==> config.mk <==
export PLATFORM = sky130hd
export DESIGN_NAME = led_blink_ctrl
export DESIGN_NICKNAME = d
export VERILOG_FILES = /design/src/rtl/led_blink_ctrl.sv
export SDC_FILE = /design/constraint.sdc
export NUM_CORES = 1
export LEC_CHECK = 0
export ABC_AREA = 1
export BUFFER_PORTS_ARGS = -buffer_cell sky130_fd_sc_hd__buf_2
export CELL_PAD_IN_SITES_DETAIL_PLACEMENT = 1
export CELL_PAD_IN_SITES_GLOBAL_PLACEMENT = 1
export CORE_UTILIZATION = 46
export CTS_CLUSTER_SIZE = 20
export DETAILED_ROUTE_END_ITERATION = 8
export GPL_TIMING_DRIVEN = 0
export MAX_ROUTING_LAYER = met4
export PLACE_DENSITY_LB_ADDON = 0.25
export SLEW_MARGIN = 20
export SYNTH_ARGS = -nofsm -noshare
export SYNTH_HDL_FRONTEND = slang
export SYNTH_SLANG_ARGS = --single-unit
==> constraint.sdc <==
create_clock -name clk -period 7 [get_ports clk]
set_clock_uncertainty 0.1 [all_clocks]
set_input_delay 0 -clock clk [delete_from_list [all_inputs] [get_ports clk]]
set_output_delay 0 -clock clk [all_outputs]
set_load 0.02 [all_outputs]
==> src/rtl/led_blink_ctrl.sv <==
// led_blink_ctrl: programmable LED blinker sequencer.
// A command (half-period H, blink count N) is accepted over valid/ready.
// The LED then runs N on/off periods of H cycles each. N=0 runs until
// stopped. busy covers the whole sequence. done pulses once when the
// sequence ends or is aborted.
module led_blink_ctrl #(
    parameter int CNT_W = 16,
    parameter int N_W   = 8
) (
    input  logic             clk,
    input  logic             rst,
    input  logic             cmd_valid,
    output logic             cmd_ready,
    input  logic [CNT_W-1:0] cmd_half,
    input  logic [N_W-1:0]   cmd_count,
    input  logic             cmd_stop,
    output logic             led,
    output logic             busy,
    output logic             done
);

    localparam logic [CNT_W-1:0] T_ONE = {{(CNT_W-1){1'b0}}, 1'b1};
    localparam logic [N_W-1:0]   N_ONE = {{(N_W-1){1'b0}}, 1'b1};

    typedef enum logic [1:0] {
        S_IDLE = 2'd0,
        S_ON   = 2'd1,
        S_OFF  = 2'd2
    } state_t;

    state_t           state_q;
    logic [CNT_W-1:0] timer_q;
    logic [CNT_W-1:0] half_q;
    logic [N_W-1:0]   rem_q;
    logic             led_q;
    logic             busy_q;
    logic             done_q;

    // A half-period of 0 is treated as 1. All-ones H needs no extra width
    // because the timer only reloads to H-1 after it has reached 0.
    logic [CNT_W-1:0] half_d;
    assign half_d = (cmd_half == '0) ? T_ONE : cmd_half;

    assign cmd_ready = (state_q == S_IDLE);
    assign led       = led_q;
    assign busy      = busy_q;
    assign done      = done_q;

    // Sequencer FSM with registered led/busy/done. Stop takes priority over
    // timer expiry. done defaults low so that it is a single-cycle pulse.
    always_ff @(posedge clk or posedge rst) begin
        if (rst) begin
            state_q <= S_IDLE;
            timer_q <= '0;
            half_q  <= T_ONE;
            rem_q   <= '0;
            led_q   <= 1'b0;
            busy_q  <= 1'b0;
            done_q  <= 1'b0;
        end else begin
            done_q <= 1'b0;
            unique case (state_q)
                S_IDLE: begin
                    if (cmd_valid) begin
                        half_q  <= half_d;
                        rem_q   <= cmd_count;
                        timer_q <= half_d - T_ONE;
                        state_q <= S_ON;
                        led_q   <= 1'b1;
                        busy_q  <= 1'b1;
                    end
                end
                S_ON: begin
                    if (cmd_stop) begin
                        state_q <= S_IDLE;
                        led_q   <= 1'b0;
                        busy_q  <= 1'b0;
                        done_q  <= 1'b1;
                    end else if (timer_q != '0) begin
                        timer_q <= timer_q - T_ONE;
                    end else begin
                        timer_q <= half_q - T_ONE;
                        state_q <= S_OFF;
                        led_q   <= 1'b0;
                    end
                end
                S_OFF: begin
                    if (cmd_stop) begin
                        state_q <= S_IDLE;
                        led_q   <= 1'b0;
                        busy_q  <= 1'b0;
                        done_q  <= 1'b1;
                    end else if (timer_q != '0) begin
                        timer_q <= timer_q - T_ONE;
                    end else if (rem_q == N_ONE) begin
                        state_q <= S_IDLE;
                        busy_q  <= 1'b0;
                        done_q  <= 1'b1;
                    end else begin
                        // rem_q == 0 means continuous mode and never counts down
                        state_q <= S_ON;
                        led_q   <= 1'b1;
                        timer_q <= half_q - T_ONE;
                        if (rem_q != '0) rem_q <= rem_q - N_ONE;
                    end
                end
                default: begin
                    state_q <= S_IDLE;
                    led_q   <= 1'b0;
                    busy_q  <= 1'b0;
                end
            endcase
        end
    end

endmodule

======== Yosys cells after proc, flatten, opt, wreduce, memory -nomap -nowiden ========
Cells that the tools add are included.
storage, ports and cells
  register bits after elaboration ......... 45
  output and inout port bits .............. 4
  bits of input ports ..................... 28
  word-level logic and storage cells ...... 76
operators by class
  equality and inequality tests ........... 15
  reduce and logical (&&, ||, !) cells .... 12
  add/sub/neg operators ................... 4
  mux-type cells .......................... 38
operator list
  cell                                                 count
  2-to-1 mux 16 bit                                    7
  case mux 16 bit (3 select lines)                     1
  subtractor 16 x 1 -> 16 bit (second input constant)  3
  2-to-1 mux 8 bit                                     5
  logical NOT 16 bit                                   1
  case mux 8 bit (2 select lines)                      1
  nonzero test 16 bit                                  1
  2-to-1 mux 1 bit                                     15
  inequality test 3 bit (second input constant)        5
  inequality test 2 bit (second input constant)        7
  2-to-1 mux 2 bit                                     5
  == test 8 x 1 -> 1 bit (second input constant)       1
  AND reduction 4 bit                                  2
  nonzero test 8 bit                                   1
  subtractor 8 x 1 -> 8 bit (second input constant)    1
  case mux 1 bit (3 select lines)                      2
  case mux 2 bit (3 select lines)                      1
  AND reduction 6 bit                                  1
  AND reduction 5 bit                                  1
  AND reduction 3 bit                                  1
  nonzero test 3 bit                                   1
  == test 2 x 1 -> 1 bit (second input constant)       1
  == test 2 bit (second input constant)                1
  logical NOT 2 bit                                    1
  other kinds (3)                                      3

======== Depth between registers and ports, before layout ========
  word-level depth ........................ 6
  depth in mapped cells ................... 16

======== Worst setup path before layout ========
No wires, ideal clock.
  kind .................................... flip-flop to flip-flop
  from .................................... register state_q[0]
  to ...................................... register timer_q[6]
  path slack .............................. 4.760 ns
  cell stages (with the launch flop) ...... 14
  clock period less this slack ............ 2.240 ns
  required time ........................... 6.769 ns
  library setup time ...................... 0.131 ns
  arrival time ............................ 2.009 ns
  buffers on the path ..................... 1
  path through ............................ dfrtp_1 -> inv_1 -> ha_1 -> inv_1 -> buf_2 -> nor2_1 -> nand2_1 -> nand2_1 -> ha_1 -> nand3_1 -> nor2_1 -> nor2_1 -> o21ai_0 -> o21ai_0
on the way
  cells in the longest elaborated chain, start to end .. 3
  elaborated cells on any way between the ends .. 10
  classes of those cells .................. 6 x eq/ne; 1 x mux; 3 x reduce/logical
RTL lines
  what                                                     RTL line  RTL
  from (decl)                                              31        state_t state_q;
  from (signal assigned)                                   53        state_q <= S_IDLE;
  from (signal assigned)                                   68        state_q <= S_ON;
  from (signal assigned)                                   75        state_q <= S_IDLE;
  == test 2 bit (tied with other cells)                    62        unique case (state_q)
  inequality test 3 bit (no line) (tied with other cells)  -
  AND reduction 5 bit (no line)                            -
  to (signal assigned)                                     67        timer_q <= half_d - T_ONE;
  to (signal assigned)                                     80        timer_q <= timer_q - T_ONE;
  to (signal assigned)                                     82        timer_q <= half_q - T_ONE;
  to (decl)                                                32        logic [CNT_W-1:0] timer_q;
Several ways; a longest one is shown, not always the timed one.
A chain may end at the register's enable or synchronous reset.

======== Worst setup path after layout ========
  from .................................... register state_q[0]
  to ...................................... register timer_q[12]
The elaborated chain is that of the path after synthesis.

==> run summary <==
After clock tree synthesis, the clock-pin slew on the worst setup and hold paths is 0.08 ns. Clock latency on the worst-skew pair, taken at its later pin, is 0.31 ns. The tools report the post-detailed-placement cell area as 0.003288 mm^2. The run finished with clean final reports. Total of fill cells in the finished design: 853. Net switching is 52.58% of the power.

Entering global routing, the biggest net connects 30 pins. The run gives 0.001127 mm^2 as the area of all sequential standard cells. The path with the worst hold slack has its endpoint at busy.

In this run, the number of DRC markers left after iteration 0 of detailed routing was 165. The proportion of layout cells with a drive suffix above 1 was 13.19%. The standard-cell row count is 29. Of the post-synthesis cell area, the part taken by muxes is 0%. TritonCTS built the clock tree. The synthesis-to-finish area growth was 20.70%; the share of total power in the clock network was 9.7%. Counting the buffers created by CTS gives 5. Data on the critical path arrives at its endpoint at 2.92 ns.

In this run, distinct cell masters in the synthesized netlist total 36. The die width is 82.98 um. Setup repair after global routing left no endpoint under its margin. Summing every instance area after synthesis gives 0.003017 mm^2. The worst setup path is launched from a register.

No sink is reached through more buffers than the 2 on the longest clock path. The run gives 0 as the count of max-cap constraint violations. Cells fill 57.34% of the core in the end.

For this run, the total global-route usage over all layers was measured as 31.26%. After Yosys synthesis, full adders, half adders and majority gates account for 2.903% of the synthesized area. The run gives 0 as the initial antenna violation count. The design draws 1716 uW.

The maximum resistive drop on vdd came out at 0.0002366 V. Among all cell types in the netlist, the one instantiated most often is nand2_1. The setup path with the least slack is of type register to register. The endpoint type of the worst setup path is a register.

The number of endpoints with negative hold slack in the final report is 0, and the sequential share of the synthesized area is 37.37%. The total number of vias was 3085. The top-level port count was 32; the finished layout cell area was 0.003641 mm^2. The synthesis-stage register bit count works out to 45. The die covers 0.006886 mm^2. The per-cell routed wire length is 16.43 um, and the sum of negative setup slack is 0 ns. The worst reg2reg path startpoint is state_q[0].

After synthesis, the mean cell area works out to 6.840 um^2. The tools report the gate count after technology mapping as 441. The fraction of synthesis flops using an asynchronous set or reset pin works out to 100.0%.

The maximum fanout along the worst path was 10. Initial standard-cell utilization of the core: 47.51%. Setup violations remaining at the end of the flow were counted as 0. Clock tree synthesis found a total of 45 sinks.

The share of the synthesized area in compound gates (AO/OA/AOI/OAI) was 11.61%. Counting instances in the post-synthesis netlist gives the leading cell types as 134 x nand2_1, 53 x inv_1, 49 x nor2_1. The power per standard cell area is 471.3 mW/mm^2. After synthesis, the largest family of logic cells by area is simple AND/OR/NAND/NOR gates.

The run gives 2 as the level count of the clock H-tree. By area the synthesized netlist is led by dfrtp_1 36%, nand2_1 17%, nand3_1 7.1%. For flop-to-flop paths, the worst setup slack is 4.24 ns. The tools report the number of pins exceeding their max-slew limit in the final report as 0.

The logs give 9613 um for the final wirelength and 16550 um for the first-pass GRT wire length. The internal power of the cells totals 813.7 uW. Combinational cells account for 61.1% of the total power. In this run the clock root is driven by a clkbuf_8.

For this run, the number of Yosys warnings is 0. The path type of the worst min-delay path was primary input to register. Once detail routing completed, the nets flagged for antenna violations numbered 0. The net switching power came out at 902.1 uW. The logs give 542 for the count of nets after finishing and 0 for the residual overflow from global routing. After floorplanning, the core was sized to cover 0.006350 mm^2. The count of cells along the worst hold path was 4; the estimated wirelength of the detail-placed design was 7065 um. Of the available clock period, the critical path in the final layout requires 39.43%. For the worst flop-to-flop path, the logic depth is 13. The share of total power in sequential cells came out at 29.2%. Of the post-synthesis cell area, the dominant cell type holds 36.50%.

Summing the areas of all and, or, nand and nor instances in the mapped netlist gives 37.49% of the synthesized area. After detailed routing, the number of remaining DRC violations is 0. The worst pin sits at a relative slew slack of 68.15%. dfrtp_1 takes more of the synthesized area than any other cell. Leakage power: 0.001824 uW.

Post-detailed-route via-to-cell ratio: 5.274. After Yosys synthesis, XOR and XNOR cells account for 0.8710% of the synthesized area. The logs give 0 for the antenna diode count and 0.8934 for the last weighted congestion value of the routability-driven placer. The via count of the first global-routing pass is 3342. Most common flop cell mapped by yosys: dfrtp_1. When the netlist entered floorplanning its net count stood at 476. For the number of iterations in the first detailed-routing pass, the log shows 4. In this run, synthesis inferred 0 flip-flops with an integrated enable. For the worst setup path, the data required time is 7.16 ns. Subtracting the final worst setup slack from the clock period gives 2.760 ns. The transition time of the tightest slew-check pin came out at 0.4777 ns. The footprint of the multi-input gates was 0.001595 mm^2. The startpoint identified for the worst hold timing path is cmd_valid. In this run the critical register-to-register path is captured at timer_q[12].

In this run the tool buffered the top-level ports with 31 buffer cells. The floorplan step set the die height to 82.98 um. The highest attainable clock frequency was 0.3623 GHz.
[registers in the layout, summed over array words and instances, names as in the netlist]
register	count
half_q	16
timer_q	16
rem_q	8
state_q	2
busy	1
done	1
led	1
[per-stage QoR]
stage                     hold WS [ns]  instances  setup slack, ns
after global placement          0.1408        549            4.357
after CTS                      0.03417        585            4.283
after floorplan               0.009615        441            4.760
after global routing            0.1156        585            3.925
final                          0.03413        585            4.240
after detailed placement      -0.08832        550            4.309
[per-layer routing]
layer,part of all wire [%],track usage [%],up-vias
met2,47,49.55,43
li1,-,-,1543
met4,1.8,10.50,0
met5,0,-,-
met3,2.3,3.181,13
met1,49,42.10,1486
[worst max-delay path by stage]
stage	start	endpoint	slack, ns	depth (start not counted)
6_report	state_q[0]	timer_q[12]	4.24	13
5_1_grt	state_q[0]	timer_q[12]	3.93	13
4_1_cts	state_q[0]	timer_q[12]	4.28	12
3_5_place_dp	state_q[0]	timer_q[12]	4.31	12
3_3_place_gp	state_q[0]	timer_q[6]	4.36	12
2_1_floorplan	state_q[0]	timer_q[6]	4.76	13
[cell families after synthesis]
family,count (synthesis)
and+or+nand+nor,252
buffers and inverters,71
AOI/OAI and AO/OA,63
xor gates and xnor gates,3
DFF,45
adders and majority gates,7
[area by class of cell]
class / count / share of cell area, %
sequential: 45 / 30.96
clock inverter: 2 / 0.2749
clock buffer: 6 / 1.993
tap: 77 / 2.646
inverter: 57 / 5.876
multi-input combinational: 325 / 43.81
timing repair buffer: 59 / 12.23
buffer: 14 / 2.199
[power by group through the flow]
| stage | logic [uW] | registers, uW | clock network, uW |
|---|---|---|---|
| after global routing | 1190 | 514 | 179 |
| final | 1050 | 501 | 166 |
| after detailed placement | 1010 | 504 | 0 |
| after global placement | 963 | 496 | 0 |
| after CTS | 1040 | 499 | 169 |
| after floorplan | 766 | 473 | 0 |
[what timing repair did]
item                      CTS  global route
hold buffers               27             0
hold endpoints to repair   69             0
gates resized for setup     0             0
setup buffers               0             0
[layout by cell type, fill, tap and decap left out, types with 2 or more instances in the layout]
cell	netlist	final
buf_4	2	2
clkbuf_8	0	5
buf_6	2	2
clkbuf_1	6	7
dlygate4sd3_1	0	27
nand3_1	43	43
nand2_1	134	134
clkinv_2	0	2
nand3_4	2	2
nand3_2	2	2
nor2_2	2	2
buf_2	4	35
nor2_4	4	4
nand4_1	8	8
dfrtp_1	44	44
o211ai_1	4	4
nor2_1	49	49
a21oi_1	10	10
o21ai_0	34	34
inv_2	3	4
o221ai_1	2	2
inv_1	53	52
ha_1	7	7
xor2_1	3	3
a31oi_1	4	4
o21ai_1	5	5
nand3b_1	2	2
[critical path: stages, from the launching register on]
cell	delay (ns)
dfrtp_1	0.39
inv_1	0.09
ha_1	0.34
inv_1	0.08
buf_2	0.21
nand3_1	0.12
nand2_1	0.18
ha_1	0.22
nand3_1	0.14
nor2_1	0.39
nand3_1	0.17
nand2_1	0.12
nand3_1	0.10
nand2_1	0.07
Power figures use the tool's default switching activity.
